[src/rtl/demux_1_8_deser_if.sv]
// Handshake/data bundle between the serial source, the 1:8 deserializer and its word consumer.
interface demux_1_8_deser_if;
  logic       i_start;
  logic       i_f;
  logic       i_f_valid;
  logic [2:0] o_sel_code;
  logic [7:0] o_code;
  logic       o_code_valid;
  logic       i_code_ready;
  logic       o_busy;
  logic       o_overrun;

  modport slave (
    input  i_start, i_f, i_f_valid, i_code_ready,
    output o_sel_code, o_code, o_code_valid, o_busy, o_overrun
  );

  modport master (
    output i_start, i_f, i_f_valid, i_code_ready,
    input  o_sel_code, o_code, o_code_valid, o_busy, o_overrun
  );
endinterface

[src/rtl/demux_1_8_deser.sv]
// 1:8 serial-to-parallel deserializer: collects eight slot bits into a staging word and
// hands complete frames to a valid/ready consumer, flagging frames dropped on back-pressure.
module demux_1_8_deser #(
  parameter int LSB_FIRST = 1
) (
  input  logic                  i_clk,
  input  logic                  i_rst_n,
  demux_1_8_deser_if.slave      bus
);

  typedef enum logic [0:0] {IDLE = 1'b0, FILL = 1'b1} state_t;

  state_t     state_q, state_d;
  logic [2:0] sel_q, sel_d;
  logic [7:0] stage_q, stage_d;
  logic [7:0] code_q, code_d;
  logic       valid_q, valid_d;
  logic       ovr_q, ovr_d;
  logic [7:0] frame_s;
  logic       complete_s;
  logic       ovr_evt_s;

  // Staging holds bits in slot order; bit order of the delivered word is applied only at load.
  function automatic logic [7:0] map_slots(input logic [7:0] slots);
    logic [7:0] word;
    word = 8'h00;
    for (int k = 0; k < 8; k++) begin
      if (LSB_FIRST != 0) begin
        word[k] = slots[k];
      end else begin
        word[7 - k] = slots[k];
      end
    end
    return word;
  endfunction

  // Next-state, slot capture and output-word handshake logic.
  always_comb begin
    state_d    = state_q;
    sel_d      = sel_q;
    stage_d    = stage_q;
    code_d     = code_q;
    valid_d    = valid_q;
    ovr_d      = ovr_q;
    complete_s = 1'b0;
    ovr_evt_s  = 1'b0;
    frame_s    = stage_q;
    frame_s[sel_q] = bus.i_f;

    if (bus.i_start) begin
      state_d    = FILL;
      stage_d    = 8'h00;
      stage_d[0] = bus.i_f_valid & bus.i_f;
      sel_d      = bus.i_f_valid ? 3'd1 : 3'd0;
    end else begin
      case (state_q)
        IDLE: begin
          sel_d = 3'd0;
        end
        FILL: begin
          if (bus.i_f_valid) begin
            stage_d    = frame_s;
            sel_d      = sel_q + 3'd1;
            complete_s = (sel_q == 3'd7);
          end else begin
            stage_d = stage_q;
          end
        end
        default: begin
          state_d = IDLE;
          sel_d   = 3'd0;
        end
      endcase
    end

    if (valid_q && bus.i_code_ready) begin
      valid_d = 1'b0;
    end else begin
      valid_d = valid_q;
    end

    // A held, unaccepted word wins over a newly completed frame.
    if (complete_s) begin
      if (!valid_q || bus.i_code_ready) begin
        code_d  = map_slots(frame_s);
        valid_d = 1'b1;
      end else begin
        ovr_evt_s = 1'b1;
      end
    end else begin
      code_d = code_q;
    end

    if (ovr_evt_s) begin
      ovr_d = 1'b1;
    end else if (bus.i_start) begin
      ovr_d = 1'b0;
    end else begin
      ovr_d = ovr_q;
    end
  end

  // State and datapath registers.
  always_ff @(posedge i_clk or negedge i_rst_n) begin
    if (!i_rst_n) begin
      state_q <= IDLE;
      sel_q   <= 3'd0;
      stage_q <= 8'h00;
      code_q  <= 8'h00;
      valid_q <= 1'b0;
      ovr_q   <= 1'b0;
    end else begin
      state_q <= state_d;
      sel_q   <= sel_d;
      stage_q <= stage_d;
      code_q  <= code_d;
      valid_q <= valid_d;
      ovr_q   <= ovr_d;
    end
  end

  assign bus.o_sel_code   = sel_q;
  assign bus.o_code       = code_q;
  assign bus.o_code_valid = valid_q;
  assign bus.o_busy       = (state_q == FILL);
  assign bus.o_overrun    = ovr_q;

endmodule

[src/flat_wrapper.sv]
// flat-port wrapper written by rule: the top's interface ports become plain ports
module demux_1_8_deser_flat 
#(
  parameter int LSB_FIRST = 1
)
  (i_clk, i_rst_n, bus_i_start, bus_i_f, bus_i_f_valid, bus_i_code_ready, bus_o_sel_code, bus_o_code, bus_o_code_valid, bus_o_busy, bus_o_overrun);
  demux_1_8_deser_if bus_i ();
  input  logic i_clk;
  input  logic i_rst_n;
  input wire logic [$bits(bus_i.i_start)-1:0] bus_i_start;
  input wire logic [$bits(bus_i.i_f)-1:0] bus_i_f;
  input wire logic [$bits(bus_i.i_f_valid)-1:0] bus_i_f_valid;
  input wire logic [$bits(bus_i.i_code_ready)-1:0] bus_i_code_ready;
  output wire logic [$bits(bus_i.o_sel_code)-1:0] bus_o_sel_code;
  output wire logic [$bits(bus_i.o_code)-1:0] bus_o_code;
  output wire logic [$bits(bus_i.o_code_valid)-1:0] bus_o_code_valid;
  output wire logic [$bits(bus_i.o_busy)-1:0] bus_o_busy;
  output wire logic [$bits(bus_i.o_overrun)-1:0] bus_o_overrun;
  assign bus_i.i_start = bus_i_start;
  assign bus_i.i_f = bus_i_f;
  assign bus_i.i_f_valid = bus_i_f_valid;
  assign bus_i.i_code_ready = bus_i_code_ready;
  assign bus_o_sel_code = bus_i.o_sel_code;
  assign bus_o_code = bus_i.o_code;
  assign bus_o_code_valid = bus_i.o_code_valid;
  assign bus_o_busy = bus_i.o_busy;
  assign bus_o_overrun = bus_i.o_overrun;
  demux_1_8_deser #(.LSB_FIRST(LSB_FIRST)) u_core (.i_clk(i_clk), .i_rst_n(i_rst_n), .bus(bus_i));
endmodule
[config.mk]
export PLATFORM = sky130hd
export DESIGN_NAME = demux_1_8_deser_flat
export DESIGN_NICKNAME = d
export VERILOG_FILES = /design/src/rtl/demux_1_8_deser_if.sv /design/src/rtl/demux_1_8_deser.sv /design/src/flat_wrapper.sv
export SDC_FILE = /design/constraint.sdc
export NUM_CORES = 1
export LEC_CHECK = 0
export CORE_MARGIN = 4
export CORE_UTILIZATION = 61
export CTS_CLUSTER_SIZE = 20
export DETAILED_ROUTE_END_ITERATION = 10
export DONT_BUFFER_PORTS = 1
export PLACE_DENSITY = 0.73
export SYNTH_ARGS = -nofsm -noshare
export SYNTH_HDL_FRONTEND = slang
export SYNTH_SLANG_ARGS = --single-unit
[constraint.sdc]
create_clock -name i_clk -period 2.2 [get_ports i_clk]
set_input_delay 0.44 -clock i_clk [delete_from_list [all_inputs] [get_ports i_clk]]
set_output_delay 0.44 -clock i_clk [all_outputs]
set_load 0.01 [all_outputs]
After elaboration in Yosys (flattened, before gate mapping)
Cells that the tools add are included.

Bits in registers: 22. Input bits: 6. Output and inout bits: 14. Logic and storage cells: 42.

Add/sub/neg operators: 1. Magnitude comparators: 2. Equal/unequal tests: 2. Multiplexer cells: 20. Bitwise logic cells: 2. Reduce and logical (&&, ||, !) cells: 9.

Operators with widths (number): 2-to-1 mux 8 bit (3); 2-to-1 mux 1 bit (12); bitwise mux 8 bit (1); 2-to-1 mux 3 bit (2); case mux 3 bit (2 select lines) (1); nonzero test 2 bit (3); less-than comparator 3 x 4 -> 1 bit, second input constant (1); AND reduction 2 bit (2); adder 3 x 1 -> 3 bit, second input constant (1); demux 1 bit (select 3 bit) (1); == test 3 bit, second input constant (1); greater-or-equal comparator 3 x 1 -> 1 bit, second input constant (1); != test 3 bit, second input constant (1); logical AND 1 bit (2); bitwise AND 1 bit (1); logical NOT 1 bit (1); logical OR 1 bit (1); NOT 1 bit (1).

Logic depth before layout (Yosys ltp)
Gate-level depths: netlist of run 1.

Depth in word-level cells: 8. Gate-level depth with buffers: 5. Mapped depth without buffers: 5.

Worst setup path before layout of run 1
No wires, ideal clock.

Path kind: flip-flop to flip-flop. Start point: register u_core.sel_q[0] (netlist: u_core.bus.o_sel_code[0]). End point: register u_core.code_q[0] (netlist: u_core.bus.o_code[0]). Setup time: 0.125 ns. Data arrival time: 1.598 ns. Path slack: 0.477 ns. Stages on the path, launching flop included: 6. Buffers on the path: 0. Period minus slack after synthesis: 1.723 ns. Cell sequence: dfrtp_1 ha_1 ha_1 nand3_1 nor3_4 mux2_2.

Word-level cells in the longest chain between the ends: 5.

RTL lines: from (decl) (line demux_1_8_deser.sv:14) `logic [2:0] sel_q, sel_d;`; from (signal assigned) (line demux_1_8_deser.sv:114) `sel_q <= sel_d;`; less-than comparator 3 x 4 -> 1 bit (implied by the code), or another cell as far along (line demux_1_8_deser.sv:48) `frame_s[sel_q] = bus.i_f;`; logical AND 1 bit (implied by the code) / 2-to-1 mux 1 bit (equally long branches) (line demux_1_8_deser.sv:48, demux_1_8_deser.sv:61); 2-to-1 mux 1 bit, on equally long branches (line demux_1_8_deser.sv:48, demux_1_8_deser.sv:56); demux 1 bit (select 3 bit) / 2-to-1 mux 1 bit (equally long branches); bitwise mux 8 bit / AND reduction 2 bit (equally long branches); to (signal assigned) (line demux_1_8_deser.sv:116) `code_q <= code_d;`; to (decl) (line demux_1_8_deser.sv:16) `logic [7:0] code_q, code_d;`.

Parallel ways exist; a longest one is shown, timed or not. A chain may end at the register's enable or synchronous reset.

Worst setup path after layout of run 1
Start point: register u_core.sel_q[1] (netlist: u_core.bus.o_sel_code[1]). End point: register u_core.code_q[4] (netlist: u_core.bus.o_code[4]).

Same word-level chain as after synthesis.

==> results of run 1 <==
-- through the flow --
step	instance area, um2	setup WS [ns]	util, %
final	1222	0.3956	68.56
after global routing	1222	0.2454	68.56
after CTS	1222	0.3917	68.56
after detailed placement	1190	0.4073	66.74
after global placement	1190	0.4490	66.74
after floorplan	1190	0.4769	-
-- sequential cells by signal, summed over array words and instances (netlist names) --
| name | cells |
|---|---|
| u_core.bus.o_code | 8 |
| u_core.bus.o_overrun | 1 |
| u_core.bus.o_code_valid | 1 |
| u_core.stage_q | 8 |
| u_core.bus.o_sel_code | 3 |
| u_core.bus.o_busy | 1 |
-- kinds of logic (layout without fill, tap and decap cells) --
| logic type | Yosys count | after routing | synth area share (%) |
|---|---|---|---|
| flip-flops | 22 | 22 | 46.27 |
| multiplexers | 18 | 18 | 17.77 |
| adder cells (fa/ha/maj) | 2 | 2 | 2.103 |
| AO/OA/AOI/OAI | 21 | 21 | 9.990 |
| AND/OR/NAND/NOR | 36 | 36 | 19.03 |
| buffers and inverters | 10 | 8 | 4.837 |
-- layout make-up --
| type | count | share of cell area, % |
|---|---|---|
| multi-input combinational | 77 | 47.59 |
| timing repair buffer | 4 | 2.661 |
| inverter | 1 | 0.3071 |
| clock buffer | 3 | 1.842 |
| tap | 25 | 2.559 |
| sequential | 22 | 45.04 |
-- worst paths after layout --
kind                            slack, ns  cells past startpoint              endpoint
worst max-delay path                 0.40                      5  u_core.bus.o_code[4]
worst min-delay path                 0.16                      1     u_core.stage_q[6]
worst max register to register       0.40                      5  u_core.bus.o_code[4]
worst min register to register       0.54                      2     u_core.stage_q[2]
max in group asynchronous            0.87                      1     u_core.stage_q[1]
min in group asynchronous            0.71                      1  u_core.bus.o_code[5]
-- where the power goes --
group          internal, mW  total, mW  switching (mW)
Sequential            0.414      0.419         0.00558
Combinational        0.0407     0.0958          0.0551
Clock                0.0641      0.186           0.122
-- worst reg2reg max path: cells and delay by family (launching register included) --
kind          cells  cell delay, ns
simple gates      2            0.58
mux               1            0.39
flops             1            0.38
fa+ha+maj         2            0.33
-- layer usage --
layer / routed length (um) / share of wire [%]
met5: 0 / 0
met1: 984 / 44
met4: 61 / 2.7
met3: 118 / 5.3
met2: 1083 / 48
-- placed cells by master (no fill, tap or decap), drive strengths merged, types with 4 or more instances in the layout --
| cell type | synthesis | routed |
|---|---|---|
| a21oi | 8 | 8 |
| dfrtp | 22 | 22 |
| mux2 | 16 | 16 |
| nand3 | 8 | 8 |
| nand3b | 4 | 4 |
| nor2 | 4 | 4 |
| o21ai | 9 | 9 |
==> out/qor.txt, run 1 <==
Starting density of the core - 66.74%
I/O pins - 20
Cell type with the highest occurrence count on the critical path - sky130_fd_sc_hd__ha_1
DRT antenna net count - 0
Setup repair after global routing missed its margin - false
Largest clock skew in the final design - 0.01583 ns
Arrival time of the worst setup path - 2.00 ns
R2r startpoint - u_core.bus.o_sel_code[1]
Clock Latency Late Sink - 0.32 ns
Number of optimization iterations in the first detailed-route pass - 4
Clock slew seen by the registers of the worst setup and hold paths - 0.13 ns
Most frequent cells after synthesis - 22 x sky130_fd_sc_hd__dfrtp_1, 10 x sky130_fd_sc_hd__mux2_2, 9 x sky130_fd_sc_hd__o21ai_0
Setup Buffers After CTS - 0
Register area - 550.5 um2
FMAX - 554.2 MHz
Final-layout setup total negative slack - 0 ns
DRT Wirelength - 2.247 mm
Multi-input gate area in the final layout - 581.8 um2
Outcome - finished clean
Synth warn - 0
Number of distinct library cells after synthesis - 31
HPWL after DPL - 1.467 mm
Post-synthesis instance total - 109
Cell area after synthesis - 0.001190 mm2
Peak fanout along the critical path - 8
Average detailed-routed wire length per instance - 17.02 um
Vias in the first global route - 812
Dominant delay contributor by cell family on the critical path - simple AND/OR/NAND/NOR gates
Top post-synthesis cells by area - sky130_fd_sc_hd__dfrtp_1 46%, sky130_fd_sc_hd__mux2_2 9.5%, sky130_fd_sc_hd__o21ai_0 3.8%, sky130_fd_sc_hd__mux2_4 3.8%, sky130_fd_sc_hd__a21oi_1 3.4%
Met3 track demand over resource in global routing - 4.585%
Number of buffers added by the clock tree synthesis step - 3
GR Layer Usage met2 - 30.96%
Critical path class - flop to flop
Average instance area after synthesis - 10.92 um2
Area fraction of the dominant cell type after synthesis - 46.27%
Antenna violations before repair - 0
Weighted congestion at the end of routability-driven global placement - 0.7859
Worst hold slack across all endpoints - 0.1621 ns
Count of state elements after synthesis - 22
Leading cell type by number of instances after synthesis - sky130_fd_sc_hd__dfrtp_1
Std-Cell Core Area - 0.001783 mm2
List of cells traversed by the critical path - ha_1 > ha_1 > nand3_1 > nor3_4 > mux2_2
Cell count after placement - 128
Biggest area consumer among synthesized cells - sky130_fd_sc_hd__dfrtp_1
# resized after CTS - 0
Share of async-settable or async-resettable flops after synthesis - 100.0%
Clock H-tree levels - 1
P&R area growth vs syn - 2.734%
Layer with the highest usage after global routing - met2
Maximum number of pins on one net before global-route repair - 23
Shortest period the worst path allows - 1.804 ns
Tot GR Track Use - 19.66%
CTS sink count - 22
Worst stage delay on the critical path - 0.44 ns
Count of pins over their slew limit - 0
Nature of the critical path startpoint - flop
Die boundary height - 52.17 um
Clock buffer depth - 2
Met1 Track Usage GR - 25.00%
Number of nets in the synthesized netlist - 117
Finished Layout Cells - 132
Vias per std cell - 6.288
Number of buffer and inverter instances along the worst setup path - 0
Actual transition at the worst max-transition pin - 0.9851 ns
Data required time at the worst endpoint - 2.40 ns
Final Hold Viols - 0
Total congestion overflow after global routing - 0
Max-cap violation count - 0
Part of the Yosys area used for sequential elements - 46.27%
Worst hold path class - primary input to flop
Max transition margin - 34.11%
Antenna diodes - 0
Net count of the finished layout - 117
Post-layout total power - 0.7015 mW
Port Buffers - 0
Slowest stage cell, crit path - sky130_fd_sc_hd__nor3_4
Primary FF master, synth - sky130_fd_sc_hd__dfrtp_1
First-pass GRT wire length - 3.877 mm
Width of the die - 52.17 um
Maximum vdd drop - 0.0004051 V
Filler Cell Count - 157
Number of setup violations in the final report - 0
Origin of the worst min-delay path - bus_i_start
Die Outline Area - 0.002721 mm2
Count of standard-cell rows - 15
Element type at the critical path end - flop
Fraction of final layout cells sized beyond drive strength 1 - 22.43%
TritonCTS clock tree - built
Critical Path Start - u_core.bus.o_sel_code[1]
Total via count after detailed routing - 830
Tcrit/Tclk final - 82.02%
Number of flops mapped to enable cells by yosys - 0
# hold bufs at CTS - 1
Reported leakage power - 0.5404 nW
Iter 0 DRT Violations - 13
Number of remaining DRC errors - 0
Root buffer cell - sky130_fd_sc_hd__clkbuf_4
Power density normalized to cell area - 573.9 mW/mm2
No activity file was read; power rests on OpenSTA's default activity.
==> run 2, diff against run 1 <==
- clock period: 2.2 -> 1.7 ns (I/O delays scaled with it)
==> out/qor.txt, run 2 (synthesis results as in run 1) <==
Power density normalized to cell area - 742.0 mW/mm2 (was 573.9 mW/mm2)
Reported leakage power - 0.5797 nW (was 0.5404 nW)
Clock slew seen by the registers of the worst setup and hold paths - 0.12 ns (was 0.13 ns)
Total via count after detailed routing - 870 (was 830)
Detailed-routed wire length on met2 - 1.189 mm (was 1.083 mm)
Routed wl met3 - 99 um (was 118 um)
Worst hold path class - primary input to flop (unchanged)
Vias per std cell - 6.304 (was 6.288)
Cell type with the highest occurrence count on the critical path - sky130_fd_sc_hd__ha_1 (unchanged)
Leading cell type in the layout, fill and taps excluded - sky130_fd_sc_hd__dfrtp_1 (unchanged)
Maximum number of pins on one net before global-route repair - 23 (unchanged)
Number of optimization iterations in the first detailed-route pass - 4 (unchanged)
Root buffer cell - sky130_fd_sc_hd__clkbuf_4 (unchanged)
Max-cap violation count - 0 (unchanged)
Critical path depth - 6 (was 5)
Antenna violations before repair - 0 (unchanged)
Die boundary height - 52.17 um (unchanged)
Most used cells in the layout excluding fill and tap cells - 21 x sky130_fd_sc_hd__dfrtp_1, 10 x sky130_fd_sc_hd__mux2_2, 9 x sky130_fd_sc_hd__o21ai_0 (was 22 x sky130_fd_sc_hd__dfrtp_1, 10 x sky130_fd_sc_hd__mux2_2, 9 x sky130_fd_sc_hd__o21ai_0)
Finished Layout Cells - 138 (was 132)
Dominant delay contributor by cell family on the critical path - flip-flops (was simple AND/OR/NAND/NOR gates)
Number of setup violations in the final report - 0 (unchanged)
Fraction of final layout cells sized beyond drive strength 1 - 29.20% (was 22.43%)
List of cells traversed by the critical path - ha_1 > ha_1 > nand3_2 > nor3_4 > buf_12 > mux2_2 (was ha_1 > ha_1 > nand3_1 > nor3_4 > mux2_2)
Critical path class - flop to flop (unchanged)
Fin util - 73.47% (was 68.56%)
Width of the die - 52.17 um (unchanged)
Weighted congestion at the end of routability-driven global placement - 0.7872 (was 0.7859)
Vias in the first global route - 869 (was 812)
I/O pins - 20 (unchanged)
Metal1 wirelength - 1.047 mm (was 984 um)
Arrival time of the worst setup path - 1.85 ns (was 2.00 ns)
Iter 0 DRT Violations - 20 (was 13)
Filler Cell Count - 136 (was 157)
Final-layout setup total negative slack - 0 ns (unchanged)
Uppermost routed layer - met4 (unchanged)
Element type at the critical path end - flop (unchanged)
Die Outline Area - 0.002721 mm2 (unchanged)
Number of remaining DRC errors - 0 (unchanged)
Outcome - finished clean (unchanged)
Actual transition at the worst max-transition pin - 0.9663 ns (was 0.9851 ns)
Tot GR Track Use - 20.07% (was 19.66%)
Starting density of the core - 66.74% (unchanged)
Data required time at the worst endpoint - 1.91 ns (was 2.40 ns)
FF-to-FF path depth - 6 (was 5)
Max transition margin - 35.37% (was 34.11%)
Slowest stage cell, crit path - sky130_fd_sc_hd__dfrtp_2 (was sky130_fd_sc_hd__nor3_4)
Tcrit/Tclk final - 96.53% (was 82.02%)
Clock Latency Late Sink - 0.31 ns (was 0.32 ns)
Nature of the critical path startpoint - flop (unchanged)
CTS sink count - 22 (unchanged)
Std-Cell Core Area - 0.001783 mm2 (unchanged)
Number of buffers added by the clock tree synthesis step - 3 (unchanged)
HPWL after DPL - 1.683 mm (was 1.467 mm)
Setup repair after global routing missed its margin - false (unchanged)
Port Buffers - 0 (unchanged)
Maximum vdd drop - 0.0006257 V (was 0.0004051 V)
Largest clock skew in the final design - 0.005330 ns (was 0.01583 ns)
Worst stage delay on the critical path - 0.39 ns (was 0.44 ns)
Clock H-tree levels - 1 (unchanged)
FMAX - 609.4 MHz (was 554.2 MHz)
First-pass GRT wire length - 4.091 mm (was 3.877 mm)
Average detailed-routed wire length per instance - 17.17 um (was 17.02 um)
Worst hold stages - 1 (unchanged)
Count of standard-cell rows - 15 (unchanged)
DRT Wirelength - 2.369 mm (was 2.247 mm)
Number of buffer and inverter instances along the worst setup path - 1 (was 0)
Net count of the finished layout - 122 (was 117)
Total congestion overflow after global routing - 0 (unchanged)
Clock buffer depth - 2 (unchanged)
Count of pins over their slew limit - 0 (unchanged)
DRT antenna net count - 0 (unchanged)
TritonCTS clock tree - built (unchanged)
Final Hold Viols - 0 (unchanged)
Antenna diodes - 0 (unchanged)
P&R area growth vs syn - 10.09% (was 2.734%)
Cell count after placement - 133 (was 128)
Worst hold slack across all endpoints - 0.07260 ns (was 0.1621 ns)
Shortest period the worst path allows - 1.641 ns (was 1.804 ns)
Peak fanout along the critical path - 8 (unchanged)
run 2: cell types whose count changed in the layout (fill, tap and decap cells not counted):
| cell | previous run | this run |
|---|---|---|
| sky130_fd_sc_hd__buf_4 | 3 | 6 |
| sky130_fd_sc_hd__buf_12 | 0 | 2 |
| sky130_fd_sc_hd__clkbuf_8 | 0 | 1 |
| sky130_fd_sc_hd__dfrtp_1 | 22 | 21 |
| sky130_fd_sc_hd__dfrtp_2 | 0 | 1 |
| sky130_fd_sc_hd__nand3_1 | 8 | 7 |
| sky130_fd_sc_hd__nand3_2 | 0 | 1 |
| sky130_fd_sc_hd__nor3_1 | 1 | 0 |
| sky130_fd_sc_hd__nor3_2 | 0 | 1 |
run 2: stage by stage:
step | worst slack (ns) | cell area [um2] | power [mW]
3_3_place_gp | 0.1071 | 1259 | 0.6755
6_report | 0.05899 | 1310 | 0.9720
4_1_cts | 0.05639 | 1305 | 0.9759
5_1_grt | 0.008206 | 1310 | 1.018
2_1_floorplan | -0.01029 | 1196 | 0.6570
3_5_place_dp | 0.01315 | 1259 | 0.6809
run 2: report_power, final:
part	internal (mW)	switching, mW
Clock	0.131	0.157
Sequential	0.536	0.00921
Combinational	0.0645	0.0745
Total	0.731	0.241
run 2: routing by layer:
layer | GRT usage, % | up-vias
met5 | 0 | -
met4 | 5.106 | 0
met3 | 4.585 | 5
met2 | 33.47 | 17
met1 | 26.30 | 445
li1 | - | 403
run 2: final timing paths:
path,to,slack (ns),from
min,u_core.stage_q[3],0.07,bus_i_start
max in group asynchronous,u_core.bus.o_sel_code[0],0.44,i_rst_n
max reg2reg,u_core.bus.o_code[1],0.06,u_core.bus.o_sel_code[0]
max,u_core.bus.o_code[1],0.06,u_core.bus.o_sel_code[0]
min in group asynchronous,u_core.stage_q[7],0.62,i_rst_n
min reg2reg,u_core.stage_q[1],0.55,u_core.stage_q[1]
run 2: area by class of cell:
cell class / count / area [um2] / area share, %
Timing Repair Buffer: 9 / 95.09 / 7.259
Tap cell: 25 / 31.28 / 2.388
Inverter: 1 / 3.754 / 0.2865
Multi-Input combinational cell: 77 / 591.8 / 45.18
Sequential cell: 22 / 551.8 / 42.12
Clock buffer: 4 / 36.28 / 2.770
run 2: repair_timing:
item,CTS,global route
setup endpoints to repair,1,1
endpoints found under the hold margin,22,0
hold buffers,1,0
pin swaps,1,0
buffers inserted,0,0
gates resized for setup,0,1
